==> config.mk <==
export PLATFORM = sky130hd
export DESIGN_NAME = fusion_mac_array_flat
export DESIGN_NICKNAME = d
export VERILOG_FILES = /design/src/rtl/fusion_mac_array_if.sv /design/src/rtl/fusion_mac_array.sv /design/src/flat_wrapper.sv
export SDC_FILE = /design/constraint.sdc
export NUM_CORES = 2
export LEC_CHECK = 0
export ABC_AREA = 1
export CORE_MARGIN = 1
export CORE_UTILIZATION = 33
export DETAILED_ROUTE_END_ITERATION = 16
export GPL_TIMING_DRIVEN = 0
export HOLD_SLACK_MARGIN = 0.03
export PLACE_DENSITY = 0.57
export SYNTH_ARGS = -nofsm -noshare
export SYNTH_HDL_FRONTEND = slang
export SYNTH_SLANG_ARGS = --single-unit
==> constraint.sdc <==
create_clock -name clk -period 13.9 [get_ports clk]
set_input_delay 2.085 -clock clk [delete_from_list [all_inputs] [get_ports clk]]
set_output_delay 2.085 -clock clk [all_outputs]
set_load 0.005 [all_outputs]
==> src/rtl/fusion_mac_array_if.sv <==
// Handshake and operand bus for fusion_mac_array.
// slave  : the MAC array side (consumes beats, produces results)
// master : the producer/consumer side (operand buffers and writeback)
interface fusion_mac_array_if #(
   parameter int unsigned NLANE = 4,
   parameter int unsigned ACC_W = 32
) ();
   logic                 in_valid;
   logic                 in_ready;
   logic [8*NLANE-1:0]   in_a;
   logic [8*NLANE-1:0]   in_b;
   logic [1:0]           cfga;
   logic [1:0]           cfgb;
   logic                 sa;
   logic                 sb;
   logic                 in_first;
   logic                 in_last;
   logic                 out_valid;
   logic                 out_ready;
   logic [ACC_W-1:0]     out_acc;
   logic                 out_ovf;
   logic                 cfg_err;

   modport slave (
      input  in_valid, in_a, in_b, cfga, cfgb, sa, sb, in_first, in_last, out_ready,
      output in_ready, out_valid, out_acc, out_ovf, cfg_err
   );

   modport master (
      output in_valid, in_a, in_b, cfga, cfgb, sa, sb, in_first, in_last, out_ready,
      input  in_ready, out_valid, out_acc, out_ovf, cfg_err
   );
endinterface

==> src/rtl/fusion_mac_array.sv <==
// Bit-fusion dot-product engine. NLANE lanes of packed 8-bit a/b words, per-beat
// precision (8/4/2 bit) and signedness. Three stages: S1 operand register, S2
// product/tree-sum register, S3 accumulator + result register. Whole pipe stalls
// together while a finished result waits for the consumer.
// Optional build macro: FUSION_MAC_SAT_EN -- saturating accumulator and out_ovf.
module fusion_mac_array #(
   parameter int unsigned NLANE = 4,
   parameter int unsigned ACC_W = 32
) (
   input logic               clk,
   input logic               rst,
   fusion_mac_array_if.slave bus
);
   localparam int unsigned LANE_W = 20;
   localparam int unsigned SUM_W  = LANE_W + $clog2(NLANE);

   localparam logic [1:0] StIdle = 2'd0;
   localparam logic [1:0] StRun  = 2'd1;
   localparam logic [1:0] StHold = 2'd2;

   generate
      if (ACC_W < SUM_W) begin : g_acc_w_check
         $error("fusion_mac_array: ACC_W must be >= 20 + clog2(NLANE)");
      end
   endgenerate

   // Extract element k of a packed word at the given precision, extended to 9b signed.
   function automatic logic signed [8:0] elem(input logic [7:0] w, input logic [1:0] cfg,
                                              input logic [1:0] k, input logic sgn);
      logic [3:0] nib;
      logic [1:0] crumb;
      nib   = w[{k[0], 2'b00} +: 4];
      crumb = w[{k, 1'b0} +: 2];
      case (cfg)
         2'b10:   elem = {sgn & w[7], w};
         2'b01:   elem = {{5{sgn & nib[3]}}, nib};
         default: elem = {{7{sgn & crumb[1]}}, crumb};
      endcase
   endfunction

   logic adv;
   logic out_valid;

   // S1 state
   logic               s1_valid_q;
   logic [8*NLANE-1:0] s1_a_q;
   logic [8*NLANE-1:0] s1_b_q;
   logic [1:0]         s1_cfga_q;
   logic [1:0]         s1_cfgb_q;
   logic               s1_sa_q;
   logic               s1_sb_q;
   logic               s1_first_q;
   logic               s1_last_q;
   logic               cfg_err_q;

   // S2 state
   logic                    s2_valid_q;
   logic signed [SUM_W-1:0] s2_sum_q;
   logic                    s2_first_q;
   logic                    s2_last_q;

   // S3 state
   logic [1:0]              state_q;
   logic [1:0]              state_d;
   logic [1:0]              state_eff;
   logic signed [ACC_W-1:0] acc_q;
   logic signed [ACC_W-1:0] acc_d;
   logic signed [ACC_W-1:0] beat_sum;

   // Tree-sum datapath
   logic                     illegal;
   logic [1:0]               pmax;
   logic signed [8:0]        ea;
   logic signed [8:0]        eb;
   logic signed [17:0]       prod;
   logic signed [LANE_W-1:0] lane_acc;
   logic signed [SUM_W-1:0]  tree_sum;

   // A held result blocks every stage; nothing moves until it is taken.
   assign out_valid    = (state_q == StHold);
   assign adv          = !out_valid || bus.out_ready;
   assign bus.in_ready = adv;

   // S1: capture the accepted beat together with its config.
   always_ff @(posedge clk) begin
      if (rst) begin
         s1_valid_q <= 1'b0;
         s1_a_q     <= '0;
         s1_b_q     <= '0;
         s1_cfga_q  <= 2'b10;
         s1_cfgb_q  <= 2'b10;
         s1_sa_q    <= 1'b0;
         s1_sb_q    <= 1'b0;
         s1_first_q <= 1'b0;
         s1_last_q  <= 1'b0;
      end else if (adv) begin
         s1_valid_q <= bus.in_valid;
         s1_a_q     <= bus.in_a;
         s1_b_q     <= bus.in_b;
         s1_cfga_q  <= bus.cfga;
         s1_cfgb_q  <= bus.cfgb;
         s1_sa_q    <= bus.sa;
         s1_sb_q    <= bus.sb;
         s1_first_q <= bus.in_first;
         s1_last_q  <= bus.in_last;
      end
   end

   // Sticky flag: any accepted beat with an illegal precision code on either side.
   always_ff @(posedge clk) begin
      if (rst) begin
         cfg_err_q <= 1'b0;
      end else if (bus.in_valid && adv && ((bus.cfga == 2'b11) || (bus.cfgb == 2'b11))) begin
         cfg_err_q <= 1'b1;
      end
   end

   // Products and cross-lane sum of the beat sitting in S1.
   always_comb begin
      illegal  = (s1_cfga_q == 2'b11) || (s1_cfgb_q == 2'b11);
      // Larger code = wider element; the wider side sets the pair count K.
      pmax     = (s1_cfga_q > s1_cfgb_q) ? s1_cfga_q : s1_cfgb_q;
      ea       = '0;
      eb       = '0;
      prod     = '0;
      lane_acc = '0;
      tree_sum = '0;
      for (int i = 0; i < NLANE; i++) begin
         lane_acc = '0;
         for (int k = 0; k < 4; k++) begin
            // Pair k is live when k < K (K = 1, 2, 4 for 8, 4, 2 bit).
            if (!illegal && ((pmax == 2'b00) || ((pmax == 2'b01) && (k < 2)) || (k == 0))) begin
               ea       = elem(s1_a_q[8*i +: 8], s1_cfga_q, k[1:0], s1_sa_q);
               eb       = elem(s1_b_q[8*i +: 8], s1_cfgb_q, k[1:0], s1_sb_q);
               prod     = 18'(ea) * 18'(eb);
               lane_acc = lane_acc + LANE_W'(prod);
            end
         end
         tree_sum = tree_sum + SUM_W'(lane_acc);
      end
   end

   // S2: register the beat sum and its framing bits.
   always_ff @(posedge clk) begin
      if (rst) begin
         s2_valid_q <= 1'b0;
         s2_sum_q   <= '0;
         s2_first_q <= 1'b0;
         s2_last_q  <= 1'b0;
      end else if (adv) begin
         s2_valid_q <= s1_valid_q;
         s2_sum_q   <= tree_sum;
         s2_first_q <= s1_first_q;
         s2_last_q  <= s1_last_q;
      end
   end

   assign beat_sum = ACC_W'(s2_sum_q);

`ifdef FUSION_MAC_SAT_EN
   localparam int unsigned WIDE_W = ACC_W + 1;
   localparam logic [ACC_W-1:0] AccMax = {1'b0, {(ACC_W-1){1'b1}}};
   localparam logic [ACC_W-1:0] AccMin = {1'b1, {(ACC_W-1){1'b0}}};

   logic signed [WIDE_W-1:0] wide;
   logic                     ovf_q;
   logic                     ovf_d;
`endif

   // Accumulator FSM: a beat reaching S3 opens, extends or closes a dot product.
   always_comb begin
      state_d   = state_q;
      acc_d     = acc_q;
      // Handing off a held result frees S3 on the same edge.
      state_eff = (state_q == StHold) ? StIdle : state_q;
`ifdef FUSION_MAC_SAT_EN
      ovf_d     = ovf_q;
      wide      = WIDE_W'(acc_q) + WIDE_W'(beat_sum);
`endif
      if (adv) begin
         state_d = state_eff;
         if (s2_valid_q) begin
            if ((state_eff == StIdle) || s2_first_q) begin
               acc_d = beat_sum;
`ifdef FUSION_MAC_SAT_EN
               ovf_d = 1'b0;
`endif
            end else begin
`ifdef FUSION_MAC_SAT_EN
               // Sign bits disagree only when the add left the ACC_W range.
               if (wide[WIDE_W-1] != wide[WIDE_W-2]) begin
                  acc_d = wide[WIDE_W-1] ? AccMin : AccMax;
                  ovf_d = 1'b1;
               end else begin
                  acc_d = wide[ACC_W-1:0];
               end
`else
               acc_d = acc_q + beat_sum;
`endif
            end
            state_d = s2_last_q ? StHold : StRun;
         end
      end
   end

   // S3: accumulator, FSM state and overflow flag.
   always_ff @(posedge clk) begin
      if (rst) begin
         state_q <= StIdle;
         acc_q   <= '0;
`ifdef FUSION_MAC_SAT_EN
         ovf_q   <= 1'b0;
`endif
      end else begin
         state_q <= state_d;
         acc_q   <= acc_d;
`ifdef FUSION_MAC_SAT_EN
         ovf_q   <= ovf_d;
`endif
      end
   end

   assign bus.out_valid = out_valid;
   assign bus.out_acc   = acc_q;
   assign bus.cfg_err   = cfg_err_q;
`ifdef FUSION_MAC_SAT_EN
   assign bus.out_ovf   = ovf_q;
`else
   assign bus.out_ovf   = 1'b0;
`endif

endmodule

==> src/flat_wrapper.sv <==
// flat-port wrapper written by rule: the top's interface ports become plain ports
module fusion_mac_array_flat 
#(
   parameter int unsigned NLANE = 4,
   parameter int unsigned ACC_W = 32
)
  (clk, rst, bus_in_valid, bus_in_a, bus_in_b, bus_cfga, bus_cfgb, bus_sa, bus_sb, bus_in_first, bus_in_last, bus_out_ready, bus_in_ready, bus_out_valid, bus_out_acc, bus_out_ovf, bus_cfg_err);
  fusion_mac_array_if #(.NLANE(NLANE), .ACC_W(ACC_W)) bus_i ();
  input logic clk;
  input logic rst;
  input wire logic [$bits(bus_i.in_valid)-1:0] bus_in_valid;
  input wire logic [$bits(bus_i.in_a)-1:0] bus_in_a;
  input wire logic [$bits(bus_i.in_b)-1:0] bus_in_b;
  input wire logic [$bits(bus_i.cfga)-1:0] bus_cfga;
  input wire logic [$bits(bus_i.cfgb)-1:0] bus_cfgb;
  input wire logic [$bits(bus_i.sa)-1:0] bus_sa;
  input wire logic [$bits(bus_i.sb)-1:0] bus_sb;
  input wire logic [$bits(bus_i.in_first)-1:0] bus_in_first;
  input wire logic [$bits(bus_i.in_last)-1:0] bus_in_last;
  input wire logic [$bits(bus_i.out_ready)-1:0] bus_out_ready;
  output wire logic [$bits(bus_i.in_ready)-1:0] bus_in_ready;
  output wire logic [$bits(bus_i.out_valid)-1:0] bus_out_valid;
  output wire logic [$bits(bus_i.out_acc)-1:0] bus_out_acc;
  output wire logic [$bits(bus_i.out_ovf)-1:0] bus_out_ovf;
  output wire logic [$bits(bus_i.cfg_err)-1:0] bus_cfg_err;
  assign bus_i.in_valid = bus_in_valid;
  assign bus_i.in_a = bus_in_a;
  assign bus_i.in_b = bus_in_b;
  assign bus_i.cfga = bus_cfga;
  assign bus_i.cfgb = bus_cfgb;
  assign bus_i.sa = bus_sa;
  assign bus_i.sb = bus_sb;
  assign bus_i.in_first = bus_in_first;
  assign bus_i.in_last = bus_in_last;
  assign bus_i.out_ready = bus_out_ready;
  assign bus_in_ready = bus_i.in_ready;
  assign bus_out_valid = bus_i.out_valid;
  assign bus_out_acc = bus_i.out_acc;
  assign bus_out_ovf = bus_i.out_ovf;
  assign bus_cfg_err = bus_i.cfg_err;
  fusion_mac_array #(.NLANE(NLANE), .ACC_W(ACC_W)) u_core (.clk(clk), .rst(rst), .bus(bus_i));
endmodule
Word level (Yosys, flattened, before mapping)
Index checks and enable logic that the tools add are counted.

cells by class
  bitwise logic cells = 32
  muxes and demuxes = 85
  add/sub/neg operators = 16
  order comparisons = 1
  $mul = 16
  equal/unequal tests = 10
  reductions and logical operators = 14

operator list
  kind                                                             count
  9-bit one-hot mux with 2 select lines                            24
  20-bit two-way mux                                               16
  9-bit by 9-bit multiplier with 18-bit output                     16
  9-bit two-way mux                                                32
  20-bit by 18-bit adder with 20-bit output                        12
  8-bit one-hot mux with 2 select lines                            8
  32-bit by 22-bit adder with 32-bit output                        1
  1-bit AND                                                        32
  32-bit two-way mux                                               1
  21-bit by 20-bit adder with 22-bit output                        1
  22-bit by 20-bit adder with 22-bit output                        1
  20-bit by 20-bit adder with 21-bit output                        1
  2-bit == test, second input constant                             7
  2-bit two-way mux                                                4
  2-bit by 1-bit == test with 1-bit output, second input constant  3
  1-bit logical OR                                                 5
  1-bit logical AND                                                4
  2-bit zero test                                                  2
  2-bit > comparator                                               1
  1-bit zero test                                                  2
  2-bit AND reduction                                              1

storage, ports and cells
  bits in registers = 133
  output and inout bits = 36

Longest topological paths before layout
  depth after elaboration = 16
  gate-level depth with buffers = 92
  depth with buffers taken out = 91

Worst setup path after synthesis
Ideal clock, no wire load.

  path kind = register -> register
  start point = register u_core.s1_cfga_q[0]
  end point = register u_core.s2_sum_q[18]
  period minus slack after synthesis = 15.263 ns
  data arrival time = 15.205 ns
  required time = 13.842 ns
  path slack = -1.363 ns
  cell stages (with the launch flop) = 74
  buffers on the path = 1
  path through = dfxtp_1 inv_1 ha_1 clkbuf_1 o21ai_0 inv_1 nor2_2 nand2_1 inv_1 nand2_1 fa_1 inv_1 fa_1 fa_1 fa_1 inv_1 fa_1 inv_1 [... 38 more ...] nor3_1 nand2_1 nand4_1 or2_2 a21oi_1 a21oi_1 fa_1 inv_1 fa_1 inv_1 ha_1 nand2_1 nor4_1 nand4_1 a31o_2 nand3_1 o211ai_1 inv_1

on the way
  word-level cells in the longest chain between the ends = 14
  elaborated cells on any way between the ends = 91
  those cells by class = add/sub (15); mul (16); order compare (1); eq/ne (4); mux (49); reduce/logical (6)

RTL lines
  what                                                                              line                     RTL
  from (decl)                                                                       fusion_mac_array.sv:48   logic [1:0] s1_cfga_q;
  from (signal assigned)                                                            fusion_mac_array.sv:100  s1_cfga_q <= bus.cfga;
  2-bit by 1-bit == test with 1-bit output / 2-bit == test (equally long branches)  fusion_mac_array.sv:34   case (cfg)
  9-bit one-hot mux with 2 select lines                                             fusion_mac_array.sv:34
  9-bit two-way mux                                                                 fusion_mac_array.sv:132  if (!illegal && ((pmax == 2'b00) || ((pmax == 2'b01) && (k < 2)) || (k == 0))) begin
  9-bit by 9-bit multiplier with 18-bit output                                      fusion_mac_array.sv:135  prod = 18'(ea) * 18'(eb);
  20-bit two-way mux                                                                fusion_mac_array.sv:132
  20-bit by 18-bit adder with 20-bit output                                         fusion_mac_array.sv:136  lane_acc = lane_acc + LANE_W'(prod);
  20-bit two-way mux                                                                fusion_mac_array.sv:132
  20-bit by 18-bit adder with 20-bit output                                         fusion_mac_array.sv:136
  20-bit two-way mux                                                                fusion_mac_array.sv:132
  20-bit by 18-bit adder with 20-bit output                                         fusion_mac_array.sv:136
  20-bit two-way mux                                                                fusion_mac_array.sv:132
  20-bit by 20-bit adder with 21-bit output                                         fusion_mac_array.sv:139  tree_sum = tree_sum + SUM_W'(lane_acc);
  21-bit by 20-bit adder with 22-bit output                                         fusion_mac_array.sv:139
  22-bit by 20-bit adder with 22-bit output (*)                                     fusion_mac_array.sv:139
  to (signal assigned)                                                              fusion_mac_array.sv:152  s2_sum_q <= tree_sum;
  to (decl)                                                                         fusion_mac_array.sv:58   logic signed [SUM_W-1:0] s2_sum_q;

Mark *: on every way between the ends. The rest lies on a longest branch, timed or not. The select of a mux whose other input is x is not followed.
A chain may end at the register's enable or synchronous reset.

Worst setup path after layout
  start point = register u_core.s1_cfga_q[0]
  end point = register u_core.s2_sum_q[21]

Same word-level chain as after synthesis.

==> impl_metrics.ini <==
[run_status]
outcome = finished with violations
violations = capacitance limit, slew limit, setup timing

[setup_path]
path_common_cell = fa_1
critPathMaxStageDelay_ns = 0.60
worstSetupEndpointType = flip-flop
crit_arrival_ns = 16.55
critPathLaunchType = flip-flop
cp_max_fo = 6
critPathSlowestCell = fa_1
crit_type = flip-flop to flip-flop
required_ns = 14.33
critical-path-top-delay-family = adder cells
path_buf_inv = 19

[place]
hpwlAfterDp_mm = 248
gp_congestion = 1.02
io_buffers = 109
dp_cells = 12585
pre_cts_ws_ns = -4.64

[floorplan]
start_util_pct = 33.3
die_h_um = 470
pin_count = 112
fp.coreArea_um2 = 218000
rows = 171
die_x_um = 470
dieArea_um2 = 221000

[finish]
register_area_um2 = 2680
fin_nets = 12283
fillers = 22542
area_delta_synth_final_pct = 15.9
multiInputGateArea_um2 = 64300
layout-drive-gt1-share_pct = 11.2
final_util_pct = 38.6
stdcell_count = 12846

[clock_tree]
clock_latency_ns = 0.51
cts_buffer_depth = 2
root_buffer = clkbuf_16
cts_buffers = 17
cts_tree = yes
hold_buffers = 0
clk_pin_slew_ns = 0.07
ctsHtreeMaxLevel = 4
clock-sinks = 133

[route]
vias_per_cell = 5.11
postRouteWirelength_mm = 294
first_pass_iters = 8
vias = 65631
drc = 0
avgRoutedWirePerCell_um = 22.9
drt_iter0_drc = 5829
ant_nets = 0

[yosys]
synth_top_area_share_pct = 39.0
synth_nets = 11931
synth_edf_count = 0
ys_async_sr_fraction_pct = 0
ys_seq_area_share_pct = 3.68
syn_area_per_cell_um2 = 7.53
synthCells = 9620
synth_commonest_cells = inv_1, nand2_1, fa_1, nor2_1, ha_1
synth_area_leaders = fa_1, ha_1, inv_1
yosysMostFrequentCell = inv_1
synth.largest_area_cell = fa_1
syn_area_um2 = 72400
synth-warning-count = 0
yosysUniqueCellTypes = 62
synth-seq-cells = 133
ys.flop_type = dfxtp_1

[global_routing]
grt_max_degree = 17
grt_overflow = 0
grt_use_total_pct = 26.8
grt_first_pass_wirelength_mm = 440
grt_pass1_vias = 68625
antenna_found_initial = 19

[timing]
tightest_slew_ns = 1.52
post-route-period-util_pct = 116
max_freq_mhz = 62.1
slew_violations = 31
fin_skew_ns = 0.0216
hold_viol = 0
setup_ws_ns = -2.21
rsz0062_at_grt = yes
period_needed_ns = 16.11
finalSetupViolCount = 14
relSlewSlack_pct = -1.34

[hold_path]
hold_path_class = flip-flop to flip-flop

[run]
maxCapViolations = 3
## sequential cells by signal (all words and copies together) (netlist names), 2 cells and up
| register | count |
|---|---|
| u_core.s1_b_q | 32 |
| u_core.state_q | 2 |
| u_core.s1_cfga_q | 2 |
| u_core.s1_a_q | 32 |
| u_core.bus.out_acc | 32 |
| u_core.s2_sum_q | 22 |
| u_core.s1_cfgb_q | 2 |
## cells in the final DEF (no fill, tap or decap), types with 40 or more instances in the layout
master,instances
nand2_2,98
xnor2_1,78
o21ai_2,53
o21ai_0,324
ha_1,703
buf_4,220
nand3_1,210
o21ai_1,85
nor2_2,43
dfxtp_1,123
ha_4,106
xor2_1,116
inv_2,76
nand2_4,45
clkbuf_1,64
inv_1,2205
fa_1,1399
a21o_1,40
nand2_1,1944
a21oi_2,76
nor2_1,829
clkdlybuf4s50_1,109
a21oi_1,393
## logic make-up (layout without fill, tap and decap cells)
kind of cell,after synthesis,count (layout),synth area share (%)
XOR/XNOR,214,214,2.59
flip-flops,133,133,3.68
buffers and inverters,2466,2831,12.9
AO/OA/AOI/OAI,1169,1169,8.96
adder cells (fa/ha/maj),2235,2235,53.2
AND/OR/NAND/NOR,3401,3401,18.7
multiplexers,1,1,0.0138
other,1,8,0.00518
## final cells by class
type / count / share of cell area (%)
timing repair buffer: 339 / 3.57
sequential: 133 / 3.20
antenna: 7 / 0.0209
buffer: 142 / 1.21
clock buffer: 20 / 0.532
multi-input combinational: 7021 / 76.6
clock inverter: 12 / 0.139
tap: 2854 / 4.25
inverter: 2318 / 10.5
## timing repair
item / in CTS / in global routing
pin swaps: 154 / 117
setup endpoints to repair: 16 / 16
endpoints found under the hold margin: 0 / 0
resized for setup: 567 / 223
gates cloned: 2 / 0
buffers inserted: 167 / 58
## per-stage QoR
step	hold WS, ns	setup TNS (ns)	instance area (µm²)
final	0.477	-20.44	83900
after global routing	0.509	-29.31	83900
after CTS	0.473	-19.14	82600
after detailed placement	0.464	-49.09	78400
after global placement	0.458	-49.31	78400
after floorplan	0.442	-1.10	73700
## worst min-delay path, cell delays in order, from the launching register on
cell and delay (ns):
dfxtp_1 0.31, nand2_1 0.06, a21oi_1 0.06
## final timing paths
check,slack (ns),end,start,cells after the start
max,-2.21,u_core.s2_sum_q[21]$_SDFFE_PP0N_,u_core.s1_cfga_q[0]$_SDFFE_PP0N_,83
min,0.48,u_core.s1_valid_q$_SDFFE_PP0N_,u_core.s1_valid_q$_SDFFE_PP0N_,2
max reg2reg,-2.21,u_core.s2_sum_q[21]$_SDFFE_PP0N_,u_core.s1_cfga_q[0]$_SDFFE_PP0N_,83
min reg2reg,0.48,u_core.s1_valid_q$_SDFFE_PP0N_,u_core.s1_valid_q$_SDFFE_PP0N_,2
## per-layer routing
layer  GRT usage, %  part of all wire (%)
met2           43.0                    45
met5          0.822                  0.10
met4           14.1                   6.5
met3           4.84                   7.9
met1           34.0                    41
Power is left out: the tool's default activity adds up to more than one toggle a clock period on the data nets, which glitch-free logic cannot reach.
